**src/rtl/fp_adder_arbiter.sv**
```systemverilog
// -----------------------------------------------------------------------------
// fp_adder_arbiter
// Shares one strobe/ack FP32 adder between NREQ requesters using a
// round-robin arbiter. Operands are latched at grant and handed to the adder
// through two strobe/ack handshakes. The adder result is then captured and
// returned with a one-cycle Done pulse to the granted requester.
//
// Ports
//   clk        : system clock, rising edge
//   rst_n      : asynchronous active-low reset
//   req        : per-requester request, held until its done bit pulses
//   op_a/op_b  : packed operands, requester i at [i*DW +: DW]
//   done       : one-hot, one-cycle completion pulse
//   result     : adder sum for the last completed operation
//   busy       : high from grant through the done cycle
//   owner      : index of the current or last granted requester
//   add_a/add_b, add_a_stb/add_b_stb, add_a_ack/add_b_ack : operand side
//   add_z, add_z_stb, add_z_ack                            : result side
//
// State table
//   state  | meaning
//   IDLE   | arbitrate; on grant latch operands and raise add_a_stb
//   SEND_A | hold add_a_stb until add_a_ack
//   SEND_B | hold add_b_stb until add_b_ack
//   WAIT_Z | wait for add_z_stb, capture result, pulse ack and done
//   RESP   | done/ack pulse cycle; release busy, record last owner
// -----------------------------------------------------------------------------
module fp_adder_arbiter #(
    parameter int NREQ = 4,
    parameter int DW   = 32,
    localparam int OW  = (NREQ > 1) ? $clog2(NREQ) : 1
) (
    input  logic               clk,
    input  logic               rst_n,
    input  logic [NREQ-1:0]    req,
    input  logic [NREQ*DW-1:0] op_a,
    input  logic [NREQ*DW-1:0] op_b,
    output logic [NREQ-1:0]    done,
    output logic [DW-1:0]      result,
    output logic               busy,
    output logic [OW-1:0]      owner,
    output logic [DW-1:0]      add_a,
    output logic [DW-1:0]      add_b,
    output logic               add_a_stb,
    output logic               add_b_stb,
    input  logic               add_a_ack,
    input  logic               add_b_ack,
    input  logic [DW-1:0]      add_z,
    input  logic               add_z_stb,
    output logic               add_z_ack
);

    typedef enum logic [2:0] {
        IDLE   = 3'd0,
        SEND_A = 3'd1,
        SEND_B = 3'd2,
        WAIT_Z = 3'd3,
        RESP   = 3'd4
    } state_t;

    state_t          state;
    logic [OW-1:0]   last;
    logic [OW-1:0]   grant_idx;
    logic            grant_vld;
    logic [DW-1:0]   sel_a;
    logic [DW-1:0]   sel_b;

    // Round-robin search starting at last+1. Walking the offsets from the
    // farthest to the nearest lets the nearest set request win without a break.
    always_comb begin
        int            idx;
        logic [OW-1:0] cand;
        grant_idx = '0;
        grant_vld = 1'b0;
        idx       = 0;
        cand      = '0;
        for (int k = NREQ; k >= 1; k--) begin
            idx  = (int'(last) + k) % NREQ;
            cand = OW'(idx);
            if (req[cand]) begin
                grant_idx = cand;
                grant_vld = 1'b1;
            end
        end
    end

    always_comb begin
        sel_a = '0;
        sel_b = '0;
        for (int i = 0; i < NREQ; i++) begin
            if (grant_idx == OW'(i)) begin
                sel_a = op_a[i*DW +: DW];
                sel_b = op_b[i*DW +: DW];
            end
        end
    end

    always_ff @(posedge clk or negedge rst_n) begin
        if (!rst_n) begin
            state     <= IDLE;
            last      <= OW'(NREQ - 1);
            owner     <= '0;
            busy      <= 1'b0;
            done      <= '0;
            result    <= '0;
            add_a     <= '0;
            add_b     <= '0;
            add_a_stb <= 1'b0;
            add_b_stb <= 1'b0;
            add_z_ack <= 1'b0;
        end else begin
            case (state)
                IDLE: begin
                    add_a_stb <= 1'b0;
                    add_b_stb <= 1'b0;
                    add_z_ack <= 1'b0;
                    done      <= '0;
                    if (grant_vld) begin
                        owner     <= grant_idx;
                        add_a     <= sel_a;
                        add_b     <= sel_b;
                        busy      <= 1'b1;
                        add_a_stb <= 1'b1;
                        state     <= SEND_A;
                    end
                end
                SEND_A: begin
                    if (add_a_ack) begin
                        add_a_stb <= 1'b0;
                        add_b_stb <= 1'b1;
                        state     <= SEND_B;
                    end
                end
                SEND_B: begin
                    if (add_b_ack) begin
                        add_b_stb <= 1'b0;
                        state     <= WAIT_Z;
                    end
                end
                WAIT_Z: begin
                    if (add_z_stb) begin
                        result    <= add_z;
                        add_z_ack <= 1'b1;
                        // done is registered here so it coincides with the
                        // RESP cycle, while busy is still high
                        done      <= NREQ'(1) << owner;
                        state     <= RESP;
                    end
                end
                RESP: begin
                    add_z_ack <= 1'b0;
                    done      <= '0;
                    busy      <= 1'b0;
                    last      <= owner;
                    state     <= IDLE;
                end
                default: begin
                    add_a_stb <= 1'b0;
                    add_b_stb <= 1'b0;
                    add_z_ack <= 1'b0;
                    done      <= '0;
                    busy      <= 1'b0;
                    state     <= IDLE;
                end
            endcase
        end
    end

endmodule

```
**config.mk**
```make
export PLATFORM = sky130hd
export DESIGN_NAME = fp_adder_arbiter
export DESIGN_NICKNAME = d
export VERILOG_FILES = /design/src/rtl/fp_adder_arbiter.sv
export SDC_FILE = /design/constraint.sdc
export NUM_CORES = 1
export LEC_CHECK = 0
export ABC_AREA = 0
export CAP_MARGIN = 30
export CORE_AREA = 2 2 156 158
export CTS_CLUSTER_SIZE = 8
export DETAILED_ROUTE_END_ITERATION = 12
export DIE_AREA = 0 0 158 160
export PLACE_DENSITY = 0.72
export SLEW_MARGIN = 0
export SYNTH_ARGS = -nofsm -noshare
export SYNTH_HDL_FRONTEND = slang
export SYNTH_SLANG_ARGS = --single-unit
```
**constraint.sdc**
```tcl
create_clock -name clk -period 6.05 [get_ports clk]
set_input_delay 0.605 -clock clk [delete_from_list [all_inputs] [get_ports clk]]
set_output_delay 0.605 -clock clk [all_outputs]
set_load 0.02 [all_outputs]
```
Yosys cells after proc, flatten, opt, wreduce, memory -nomap -nowiden:

Cells that the tools add are included.

* add/subtract/negate cells: 4
* magnitude comparators: 4
* equality and inequality tests: 11
* shift-type cells: 1
* muxes and demuxes: 41
* bitwise logic cells: 4
* reductions and logical operators: 13

Operators with widths (number)
* $mux W32: 8
* $mux W1: 14
* $lt A2 B3 Y1 const B: 4
* $mux W3: 4
* $pmux W3 S4: 1
* $reduce_and A2 Y1: 5
* $bmux W1 S2: 4
* $mux W2: 4
* $ne A2 B2 Y1 const B: 4
* $pmux W4 S2: 1
* $eq A3 B2 Y1 const B: 2
* $pmux W1 S3: 2
* $reduce_or A3 Y1: 2
* $add A2 B1 Y2 const B: 2
* $add A2 B2 Y2 const B: 2
* $eq A2 B2 Y1 const B: 2
* $mux W4: 1
* $not A1 Y1: 4
* $pmux W1 S2: 2
* $reduce_and A4 Y1: 1
* $reduce_or A2 Y1: 2
* $shl A1 B2 Y4 const A: 1
* $eq A3 B1 Y1 const B: 1
* $eq A3 B3 Y1 const B: 1
* 4 further kinds: 4

* register bits: 111
* bits of input ports: 297
* logic and storage cells: 89

Logic depth before layout (Yosys ltp):

* depth in word-level cells: 12
* mapped depth: 9
* mapped depth without buffers: 5

Worst setup path before layout:

Ideal clock, no wire load.

* path type: input-to-reg
* start: input req[0]
* end: register add_a[22]
* data arrival time: 2.137 ns
* data required time: 5.924 ns
* setup slack: 3.787 ns
* cell stages on the path: 9
* buffers on the path: 4
* cell sequence: or4_1 > buf_2 > and2_4 > buf_6 > buf_6 > buf_6 > nand3_1 > mux2i_1 > a221o_1

* longest elaborated chain between the ends: 11
* elaborated cells between the ends (all ways): 25
* classes of those cells: 3 x eq/ne; 20 x mux; 2 x reduce/logical

Ends and longest elaborated chain
* from (decl): RTL line 35 `input logic [NREQ-1:0] req,`
* $bmux W1 S2: RTL line 80 `if (req[cand]) begin`
* $mux W1 (not written as such): RTL line 80
* $mux W2 (4 in series): RTL line 80
* $logic_not A2 Y1: RTL line 91 `if (grant_idx == OW'(i)) begin`
* $mux W32 (4 in series): RTL line 91
* to (signal assigned): RTL line 120 `add_a <= sel_a;`
* to (decl): RTL line 42 `output logic [DW-1:0] add_a,`

Parallel ways exist; a longest one is shown, timed or not. The select of a mux whose other input is x is not followed.
A chain may end at the register's enable or synchronous reset.

Final worst setup path:

* start: input req[3]
* end: register add_b[22]

* longest elaborated chain between the ends: 11
* elaborated cells between the ends (all ways): 25
* classes of those cells: 3 x eq/ne; 20 x mux; 2 x reduce/logical

Ends and longest elaborated chain
* $bmux W1 S2: RTL line 80
* $mux W1 (not written as such): RTL line 80
* $mux W2 (4 in series): RTL line 80
* $logic_not A2 Y1: RTL line 91
* $mux W32 (4 in series): RTL line 91
* to (signal assigned): RTL line 121 `add_b <= sel_b;`
* to (decl): RTL line 43 `output logic [DW-1:0] add_b,`

Parallel ways exist; a longest one is shown, timed or not. The select of a mux whose other input is x is not followed.

==> impl_metrics.json <==
{
  "wl_microns": 23300,
  "ant_nets": 0,
  "synth_cells": 594,
  "rows": 57,
  "io_pins": 403,
  "syn_to_final_growth_pct": 67.0,
  "cts.clk_slew.worst_paths_ns": 0.09,
  "crit_type": "in -> reg",
  "clockRootBuffer": "clkbuf_16",
  "synth-seq-cells": 111,
  "layout-drive-gt1-share_pct": 17.1,
  "cts_made_buffers": 9,
  "worstMarginPinSlew_ns": 0.928,
  "setup_ws_ns": 2.89,
  "ys_seq_area_share_pct": 41.6,
  "synth_top_cell_by_area": "dfrtp_1",
  "p_per_area_nw_per_um2": 441,
  "final-hold-violation-count": 0,
  "h-tree-depth": 3,
  "die_x_microns": 158,
  "insertion_delay_ns": 0.36,
  "setup_viol": 0,
  "path_cells": "clkdlybuf4s50_1, or4_1, and2_4, buf_4, nand3_1, mux2i_1, a221o_1",
  "final_common_cell": "clkdlybuf4s50_1",
  "finalCriticalPeriod_ns": 3.16,
  "grt_pass1_wl_microns": 35400,
  "drv_slew": 0,
  "hp-class": "in -> async",
  "drc": 0,
  "dieArea_sq_um": 25300,
  "num_vias": 6254,
  "p_leak_nw": 4.30,
  "core-area_sq_um": 23800,
  "synth_area_leaders": "dfrtp_1 (41%), mux2_2 (16%), mux2i_1 (9.9%)",
  "max_freq_ghz": 0.317,
  "cts.sinks": 111,
  "dr.pass1.iters": 5,
  "cts_tree": "done",
  "ys_types": 34,
  "crit_family": "buffers and inverters",
  "end_kind": "flip-flop",
  "vdd.ir_drop.worst_v": 0.000481,
  "start_util_pct": 28.1,
  "track_usage_pct": 17.9,
  "post-route-util_pct": 46.9,
  "period_share_pct": 52.2,
  "avgRoutedWirePerCell_microns": 18.2,
  "insertedDiodeCount": 0,
  "clock_tree.buffer_depth": 2,
  "dp_hpwl_microns": 16800,
  "syn_nets": 891,
  "crit_path_start_kind": "primary input",
  "post_cts_resized": 0,
  "tns_ns": 0,
  "synth_top_area_share_pct": 40.8,
  "syn_area_per_cell_sq_um": 11.3,
  "final_cell_mix": "clkdlybuf4s50_1 (401), dfrtp_1 (109), mux2_2 (97), nand3_1 (95), mux2i_1 (66)",
  "cp.required_ns": 6.34,
  "grt_max_degree": 129,
  "die_h_microns": 160,
  "grt_remaining_overflow": 0,
  "syn_area_sq_um": 6690,
  "vias_per_cell": 4.88,
  "outcome": "complete, no violations",
  "n_fill_cell": 2225,
  "max_stage_delay_ns": 0.75,
  "critPathSlowestCell": "and2_4",
  "ys_warn_count": 0,
  "grt_pass1_vias": 6385,
  "maxSlewHeadroom_pct": 38.0,
  "io_buffers": 402,
  "arrival_ns": 3.45,
  "post-cts-setup-buffers": 0,
  "finish.net_count": 1249,
  "rsz0062_at_grt": "false",
  "drv_cap": 0,
  "place_ws_ns": 2.54,
  "gp_congestion": 0.772,
  "critPathBufInv": 2,
  "antenna_found_initial": 0,
  "worstPathMaxFanout": 67,
  "ctsHoldBuffers": 0,
  "drt_iter0_markers": 353,
  "skew_ns": 0.00991
}
[report_power, final]
| group | internal, W | switching (W) | leakage, nW |
|---|---|---|---|
| Clock | 0.000303 | 0.000340 | 0.153 |
| Combinational | 0.00144 | 0.00148 | 2.79 |
| Sequential | 0.00111 | 0.000242 | 1.36 |
[stage by stage]
| stage | power (W) | hold WS [ns] | instance area, sq um | std cells |
|---|---|---|---|---|
| global route | 0.00522 | 0.327 | 11200 | 1281 |
| global placement | 0.00427 | 0.460 | 10900 | 1265 |
| finish | 0.00492 | 0.273 | 11200 | 1281 |
| CTS | 0.00498 | 0.296 | 11200 | 1281 |
| floorplan | 0.00315 | 0.309 | 6690 | 594 |
| detailed placement | 0.00432 | 0.472 | 10900 | 1265 |
[registers in the layout, indices dropped and copies added (netlist names)]
| signal | flops |
|---|---|
| state | 3 |
| done | 4 |
| add_a | 32 |
| busy | 1 |
| result | 32 |
| add_b | 32 |
| add_z_ack | 1 |
| last | 2 |
| add_a_stb | 1 |
| add_b_stb | 1 |
| owner | 2 |
[cell usage after synthesis (all sizes together)]
master  number
a21o         1
a21oi        4
a221o       64
a31o         1
a31oi        1
a32o         1
and2         1
and3         1
buf         33
clkbuf      30
dfrtp      109
dfstp        2
inv          5
mux2        97
mux2i       66
nand2       15
nand2b       3
nand3      129
nand3b       2
nor2         8
nor2b        4
nor3         2
nor3b        1
o211ai       1
o21a         1
o21ai        9
o22ai        1
o31ai        1
or4          1
[worst reg2reg max path: stages, from the launching register on]
cell     delay [ns]
dfrtp_1        0.52
nor3_1         0.35
and2_4         0.75
buf_4          0.76
nand3_1        0.18
mux2i_1        0.20
a221o_1        0.13
[layout make-up]
cell class,instances,area (sq um),area share (%)
repair buffers,410,4090,36.7
multi-input cells,415,3560,31.8
flip-flops and latches,111,2780,24.9
well taps,324,405,3.63
clock buffers,9,225,2.02
clock inverters,7,88.8,0.795
inverters,5,18.8,0.168
[worst paths after layout]
path	from	endpoint	cells after the start	slack [ns]
worst max-delay path	req[3]	add_b[22]	7	2.89
worst min register to register	done[0]	done[0]	2	0.50
worst min-delay path	rst_n	add_a[1]	1	0.27
worst max register to register	state[2]	add_b[22]	6	3.09
max in group asynchronous	rst_n	add_b[22]	2	4.50
min in group clk	done[0]	done[0]	2	0.50
[kinds of logic (layout without fill, tap and decap cells)]
| kind of cell | count (synthesis) | count (layout) | share of synthesized area [%] |
|---|---|---|---|
| buffers and inverters | 68 | 431 | 5.80 |
| AO/OA/AOI/OAI | 85 | 85 | 11.5 |
| flip-flops | 111 | 111 | 41.6 |
| AND/OR/NAND/NOR | 167 | 167 | 15.0 |
| multiplexers | 163 | 163 | 26.2 |
[layer usage]
layer | vias up | wire [microns] | global-route usage (%)
met4 | 0 | 500 | 5.20
li1 | 2978 | - | -
met3 | 31 | 1850 | 4.97
met2 | 252 | 11600 | 31.3
met1 | 2993 | 9370 | 21.4
met5 | - | 0 | 0
Note: power is estimated with default switching activity, not from simulation.
